--- config.mk ---
export PLATFORM = sky130hd
export DESIGN_NAME = ps2_mouse_paddle_decoder
export DESIGN_NICKNAME = d
export VERILOG_FILES = /design/src/rtl/ps2_mouse_paddle_decoder.sv
export SDC_FILE = /design/constraint.sdc
export NUM_CORES = 1
export LEC_CHECK = 0
export CAP_MARGIN = 0
export CORE_MARGIN = 8
export CORE_UTILIZATION = 40
export CTS_CLUSTER_DIAMETER = 50
export DETAILED_ROUTE_END_ITERATION = 6
export SKIP_CTS_REPAIR_TIMING = 1
export SYNTH_ARGS = -nofsm -noshare
export SYNTH_HDL_FRONTEND = slang
export SYNTH_SLANG_ARGS = --single-unit
--- constraint.sdc ---
create_clock -name clk_25MHz -period 3 [get_ports clk_25MHz]
set_input_delay 0.45 -clock clk_25MHz [delete_from_list [all_inputs] [get_ports clk_25MHz]]
set_output_delay 0.45 -clock clk_25MHz [all_outputs]
set_load 0.03 [all_outputs]
--- src/rtl/ps2_mouse_paddle_decoder.sv ---
// ps2_mouse_paddle_decoder
//   Receives raw PS/2 mouse frames, assembles 3-byte movement packets and
//   turns the Y movement into a paddle speed/direction for the physics block.
//   Everything runs in the clk_25MHz domain.
//
// Ports:
//   clk_25MHz      system clock
//   reset          asynchronous, active-high reset
//   ps2_clk        raw PS/2 clock (asynchronous, synchronized here)
//   ps2_data       raw PS/2 data  (asynchronous, synchronized here)
//   paddle0_speed  |Y| of the last accepted packet, saturated to 255
//   paddle0_dir    1 = up (Y >= 0), 0 = down (Y < 0)
//   new_data       high for NEW_DATA_CYCLES cycles after each accepted packet
//   frame_err      one-cycle pulse on framing, parity, sync-bit or timeout error
//
// Build option:
//   PS2_PARITY_CHECK_EN  when defined, a bad odd-parity bit rejects the byte;
//                        otherwise the parity bit is consumed but ignored.
module ps2_mouse_paddle_decoder #(
   parameter int unsigned NEW_DATA_CYCLES = 4,
   parameter int unsigned TIMEOUT_CYCLES  = 25000,
   parameter int unsigned TIMEOUT_W       = 15
) (
   input  logic       clk_25MHz,
   input  logic       reset,
   input  logic       ps2_clk,
   input  logic       ps2_data,
   output logic [7:0] paddle0_speed,
   output logic       paddle0_dir,
   output logic       new_data,
   output logic       frame_err
);

   localparam int unsigned ND_W = (NEW_DATA_CYCLES > 2) ? $clog2(NEW_DATA_CYCLES) : 1;

   typedef enum logic [1:0] {F_IDLE, F_DATA, F_PARITY, F_STOP} frame_st_t;
   typedef enum logic [1:0] {P_B0, P_B1, P_B2} pkt_st_t;

   logic                 ps2c_meta_q, ps2c_meta_d, ps2c_sync_q, ps2c_sync_d;
   logic                 ps2c_prev_q, ps2c_prev_d;
   logic                 ps2d_meta_q, ps2d_meta_d, ps2d_sync_q, ps2d_sync_d;
   frame_st_t            frame_st_q, frame_st_d;
   logic [2:0]           bit_cnt_q, bit_cnt_d;
   logic [7:0]           shift_q, shift_d;
`ifdef PS2_PARITY_CHECK_EN
   logic                 par_q, par_d;
`endif
   logic                 byte_vld_q, byte_vld_d;
   pkt_st_t              pkt_st_q, pkt_st_d;
   logic                 y_sign_q, y_sign_d, y_ovf_q, y_ovf_d;
   logic [TIMEOUT_W-1:0] to_cnt_q, to_cnt_d;
   logic [7:0]           speed_q, speed_d;
   logic                 dir_q, dir_d;
   logic                 load_q, load_d;
   logic                 nd_q, nd_d;
   logic [ND_W-1:0]      nd_cnt_q, nd_cnt_d;
   logic                 err_q, err_d;

   logic                 fedge, par_ok, to_hit;
   logic [8:0]           y9, ymag;

   assign fedge = ps2c_prev_q & ~ps2c_sync_q;
   assign to_hit = (to_cnt_q == TIMEOUT_W'(TIMEOUT_CYCLES));

   // Y is 9-bit two's complement; negating -256 stays 0x100, which saturates.
   assign y9   = {y_sign_q, shift_q};
   assign ymag = y_sign_q ? (~y9 + 9'd1) : y9;

`ifdef PS2_PARITY_CHECK_EN
   assign par_ok = ^{shift_q, par_q};
`else
   assign par_ok = 1'b1;
`endif

   always_comb begin
      ps2c_meta_d = ps2_clk;
      ps2c_sync_d = ps2c_meta_q;
      ps2c_prev_d = ps2c_sync_q;
      ps2d_meta_d = ps2_data;
      ps2d_sync_d = ps2d_meta_q;
      frame_st_d  = frame_st_q;
      bit_cnt_d   = bit_cnt_q;
      shift_d     = shift_q;
`ifdef PS2_PARITY_CHECK_EN
      par_d       = par_q;
`endif
      byte_vld_d  = 1'b0;
      pkt_st_d    = pkt_st_q;
      y_sign_d    = y_sign_q;
      y_ovf_d     = y_ovf_q;
      to_cnt_d    = to_cnt_q;
      speed_d     = speed_q;
      dir_d       = dir_q;
      load_d      = 1'b0;
      nd_d        = nd_q;
      nd_cnt_d    = nd_cnt_q;
      err_d       = 1'b0;

      // Frame receiver, one step per PS/2 falling edge.
      if (fedge) begin
         case (frame_st_q)
            F_IDLE: begin
               if (!ps2d_sync_q) begin
                  frame_st_d = F_DATA;
                  bit_cnt_d  = '0;
               end
            end
            F_DATA: begin
               shift_d   = {ps2d_sync_q, shift_q[7:1]};
               bit_cnt_d = bit_cnt_q + 3'd1;
               if (bit_cnt_q == 3'd7) frame_st_d = F_PARITY;
            end
            F_PARITY: begin
`ifdef PS2_PARITY_CHECK_EN
               par_d = ps2d_sync_q;
`endif
               frame_st_d = F_STOP;
            end
            F_STOP: begin
               frame_st_d = F_IDLE;
               if (ps2d_sync_q && par_ok) begin
                  byte_vld_d = 1'b1;
               end else begin
                  err_d    = 1'b1;
                  pkt_st_d = P_B0;
               end
            end
            default: frame_st_d = F_IDLE;
         endcase
      end

      // Packet assembler; shift_q still holds the byte while byte_vld_q is high.
      if (byte_vld_q) begin
         case (pkt_st_q)
            P_B0: begin
               if (shift_q[3]) begin
                  y_sign_d = shift_q[5];
                  y_ovf_d  = shift_q[7];
                  pkt_st_d = P_B1;
               end else begin
                  err_d = 1'b1;
               end
            end
            P_B1: pkt_st_d = P_B2;
            P_B2: begin
               pkt_st_d = P_B0;
               // A packet finishing while new_data is still being announced is dropped.
               if (!nd_q && !load_q) begin
                  speed_d = (y_ovf_q || ymag[8]) ? 8'hFF : ymag[7:0];
                  dir_d   = ~y_sign_q;
                  load_d  = 1'b1;
               end
            end
            default: pkt_st_d = P_B0;
         endcase
      end

      // Idle watchdog: saturates, restarts on every PS/2 falling edge.
      if (fedge) begin
         to_cnt_d = '0;
      end else if (!to_hit) begin
         to_cnt_d = to_cnt_q + TIMEOUT_W'(1);
      end else if (frame_st_q != F_IDLE || pkt_st_q != P_B0) begin
         frame_st_d = F_IDLE;
         pkt_st_d   = P_B0;
         err_d      = 1'b1;
      end

      // new_data rises the cycle after the outputs load.
      if (load_q) begin
         nd_d     = 1'b1;
         nd_cnt_d = ND_W'(NEW_DATA_CYCLES - 1);
      end else if (nd_q) begin
         if (nd_cnt_q == '0) nd_d = 1'b0;
         else                nd_cnt_d = nd_cnt_q - ND_W'(1);
      end
   end

   always_ff @(posedge clk_25MHz or posedge reset) begin
      if (reset) begin
         ps2c_meta_q <= 1'b1;
         ps2c_sync_q <= 1'b1;
         ps2c_prev_q <= 1'b1;
         ps2d_meta_q <= 1'b1;
         ps2d_sync_q <= 1'b1;
         frame_st_q  <= F_IDLE;
         bit_cnt_q   <= '0;
         shift_q     <= '0;
`ifdef PS2_PARITY_CHECK_EN
         par_q       <= 1'b0;
`endif
         byte_vld_q  <= 1'b0;
         pkt_st_q    <= P_B0;
         y_sign_q    <= 1'b0;
         y_ovf_q     <= 1'b0;
         to_cnt_q    <= '0;
         speed_q     <= '0;
         dir_q       <= 1'b1;
         load_q      <= 1'b0;
         nd_q        <= 1'b0;
         nd_cnt_q    <= '0;
         err_q       <= 1'b0;
      end else begin
         ps2c_meta_q <= ps2c_meta_d;
         ps2c_sync_q <= ps2c_sync_d;
         ps2c_prev_q <= ps2c_prev_d;
         ps2d_meta_q <= ps2d_meta_d;
         ps2d_sync_q <= ps2d_sync_d;
         frame_st_q  <= frame_st_d;
         bit_cnt_q   <= bit_cnt_d;
         shift_q     <= shift_d;
`ifdef PS2_PARITY_CHECK_EN
         par_q       <= par_d;
`endif
         byte_vld_q  <= byte_vld_d;
         pkt_st_q    <= pkt_st_d;
         y_sign_q    <= y_sign_d;
         y_ovf_q     <= y_ovf_d;
         to_cnt_q    <= to_cnt_d;
         speed_q     <= speed_d;
         dir_q       <= dir_d;
         load_q      <= load_d;
         nd_q        <= nd_d;
         nd_cnt_q    <= nd_cnt_d;
         err_q       <= err_d;
      end
   end

   assign paddle0_speed = speed_q;
   assign paddle0_dir   = dir_q;
   assign new_data      = nd_q;
   assign frame_err     = err_q;

endmodule

==> metrics.md <==
| Metric | Value |
|---|---|
| Status | finished clean |
| Setup Crit Path Kind | reg -> reg |
| Die Ht | 93.01 um |
| Core Rows | 28 |
| Mapped cell area | 2372 um2 |
| Crit path launch | to_cnt_q[2] |
| Register area share after synthesis | 55.17% |
| Vias in the first global route | 1,674 |
| Grt ovf | 0 |
| Syn nets | 233 |
| Crit Reg-Reg Endpoint | pkt_st_q[0] |
| Clk buf depth | 2 |
| Worst slew pin tran | 0.8682 ns |
| Required time worst endpoint | 3.19 ns |
| FF+latch count, synth | 52 |
| Hold Crit Depth | 0 |
| Pre-Repair DR Iteration Count | 4 |
| Mapped Avg Cell Area | 10.64 um2 |
| Vias per cell | 5.165 |
| Post-synth EDFFs | 0 |
| I/O pins | 15 |
| Peak supply drop | 0.0002523 V |
| Area after DPL | 2611 um2 |
| Hold crit path type | reg -> reg |
| Synthesized instance count | 223 |
| Fmax | 476.3 MHz |
| Yosys top cell area share | 48.52% |
| Synth area leader | dfrtp_1 |
| Setup TNS | 0 ns |
| Area Growth Syn to Fin | 13.98% |
| Slew headroom | 42.00% |
| CP endpoint kind | flop |
| GP Congestion | 0.8025 |
| Worst Hold Path EP | ps2c_prev_d |
| Layout Skew | 0.01349 ns |
| Die width | 93.01 um |
| Leakage | 1.203 nW |
| Hold path start | ps2c_meta_q |
| Final worst path period share | 69.99% |
| YS warnings | 0 |
| Layout cells sized above 1 | 13.28% |
| DRT iter0 DRCs | 25 |
| Die area | 8651 um2 |
| R2R Setup Slk | 0.90 ns |
| Nets | 250 |
| Tmin final | 2.100 ns |
| Initial antenna violation count | 0 |
| N_diodes | 0 |
| Clock-pin slew on the worst setup and hold paths | 0.09 ns |
| Cell area after layout | 2704 um2 |
| Crit-path max FO | 7 |
| RR Startpoint | to_cnt_q[2] |
| Slew Limit Fails | 0 |
| Insertion delay to the later sink of the worst-skew pair | 0.31 ns |
| CTS Sinks | 52 |
| PortBufs | 14 |
| Primary FF master, synth | dfrtp_1 |
| Largest net degree at the start of global routing | 53 |
| PwrDens | 562.9 nW/um2 |
| Core area | 5816 um2 |
| DRC errors left | 0 |
| TritonCTS Buffers | 5 |
| Gr usage total | 10.62% |
| Initial Util | 40.79% |
| Final wirelength | 4084 um |
| Via count | 1,632 |
| Max Cap Violations | 0 |
| Area contributors post-synth | dfrtp_1 (49%), dfstp_2 (6.6%), mux2_2 (4.3%), nor2_1 (3.8%), a21oi_1 (3.2%) |
| Cell variety after synth | 40 |
| R2R depth | 4 |
| Post-route ant nets | 0 |
| DR WL/cell | 12.92 um |
| Ys async rst share | 100.0% |
| Clk root buf | clkbuf_8 |
| First-pass GRT wire length | 7555 um |
| RSZ-0062 raised after global routing | false |
| CP Launch Type | flop |
| Htree depth | 2 |
| Final-report hold violation count | 0 |
| HPWL Detailed | 2816 um |
| CTS tree | done |
| # setup viols final | 0 |
| Worst EP arrival | 2.29 ns |
## cell usage after synthesis, types with 2 or more instances
| cell type | instances |
|---|---|
| dfrtp_1 | 46 |
| nor2_1 | 24 |
| nand2_1 | 16 |
| a21oi_1 | 15 |
| o21ai_0 | 11 |
| inv_1 | 10 |
| mux2_2 | 9 |
| xor2_1 | 8 |
| clkbuf_1 | 7 |
| dfstp_2 | 6 |
| ha_1 | 6 |
| nand2b_1 | 6 |
| nand3_1 | 6 |
| xnor2_1 | 6 |
| or3_1 | 5 |
| mux2i_1 | 4 |
| nor3_1 | 4 |
| or4_1 | 4 |
| nand4_1 | 3 |
| nor4_1 | 3 |
| a22o_1 | 2 |
| a31o_2 | 2 |
| nand3b_1 | 2 |
| nor3b_1 | 2 |
## stage by stage
step	util (%)	cells	setup slack [ns]	hold WS, ns	power [mW]
5_1_grt	46.49	316	0.7881	0.3641	1.625
3_3_place_gp	44.90	308	0.9342	0.3459	1.128
6_report	46.49	316	0.9003	0.3598	1.522
2_1_floorplan	-	223	1.062	0.3452	1.065
4_1_cts	46.49	316	0.8977	0.3622	1.551
3_5_place_dp	44.90	308	0.9075	0.3476	1.136
## kinds of logic (layout without fill, tap and decap cells)
| kind of cell | after synthesis | in the layout | synth area share, % |
|---|---|---|---|
| xor gates and xnor gates | 14 | 14 | 5.169 |
| AOI/OAI and AO/OA | 36 | 36 | 8.914 |
| and+or+nand+nor | 84 | 84 | 18.46 |
| DFF | 52 | 52 | 55.17 |
| muxes | 13 | 13 | 5.960 |
| adders and majority gates | 6 | 6 | 3.164 |
| buffers and inverters | 18 | 36 | 3.165 |
## critical path: stages, from the launching register on
cell     delay (ns)
dfrtp_1        0.43
or4_1          0.51
or4_1          0.70
nor3_2         0.26
nor2_1         0.08
## worst max path at each step
stage,end,slack [ns],cells after the start
5_1_grt,frame_err,0.79,4
4_1_cts,frame_err,0.90,4
3_5_place_dp,pkt_st_q[0],0.91,4
3_3_place_gp,pkt_st_q[0],0.93,4
6_report,pkt_st_q[0],0.90,4
2_1_floorplan,pkt_st_q[0],1.06,5
## layout by cell type (no fill, tap or decap), drive strengths merged, types with 8 or more instances in the layout
cell / count
dfrtp: 46
o21ai: 11
xor2: 8
clkdlybuf4s50: 14
nand2: 16
a21oi: 15
mux2: 9
nor2: 24
inv: 10
## power breakdown
group	internal [mW]	switching [mW]	leakage (nW)	total (mW)
logic	0.124	0.111	0.475	0.234
clock network	0.166	0.238	0.0404	0.404
registers	0.783	0.100	0.687	0.883
total	1.07	0.450	1.20	1.52
## flip-flops by register name, summed over array words and instances, names as in the netlist
signal	flops
byte_vld_q	1
load_q	1
nd_cnt_q	2
y_sign_q	1
shift_q	8
frame_err	1
bit_cnt_q	3
to_cnt_q	15
pkt_st_q	2
frame_st_q	2
ps2d_meta_q	1
paddle0_dir	1
y_ovf_q	1
ps2c_prev_q	1
new_data	1
ps2d_sync_q	1
ps2c_meta_q	1
paddle0_speed	8
ps2c_prev_d	1
## cell type report
cell class / instances / area [um2]
well taps: 75 / 93.84
multi-input cells: 153 / 988.4
inverters: 10 / 37.54
repair buffers: 18 / 182.7
flip-flops and latches: 52 / 1309
clock buffers: 5 / 68.82
fillers: 588 / 3112
clock inverters: 3 / 23.77
## metal layers
layer  wire (um)  track usage (%)  vias to the layer above
met2        1951            18.11                       21
met3         155            3.205                        6
li1            -                -                      806
met1        1911            12.16                      799
met4          65            4.295                        0
met5           0                0                        -
Note: power is estimated with default switching activity, not from simulation.
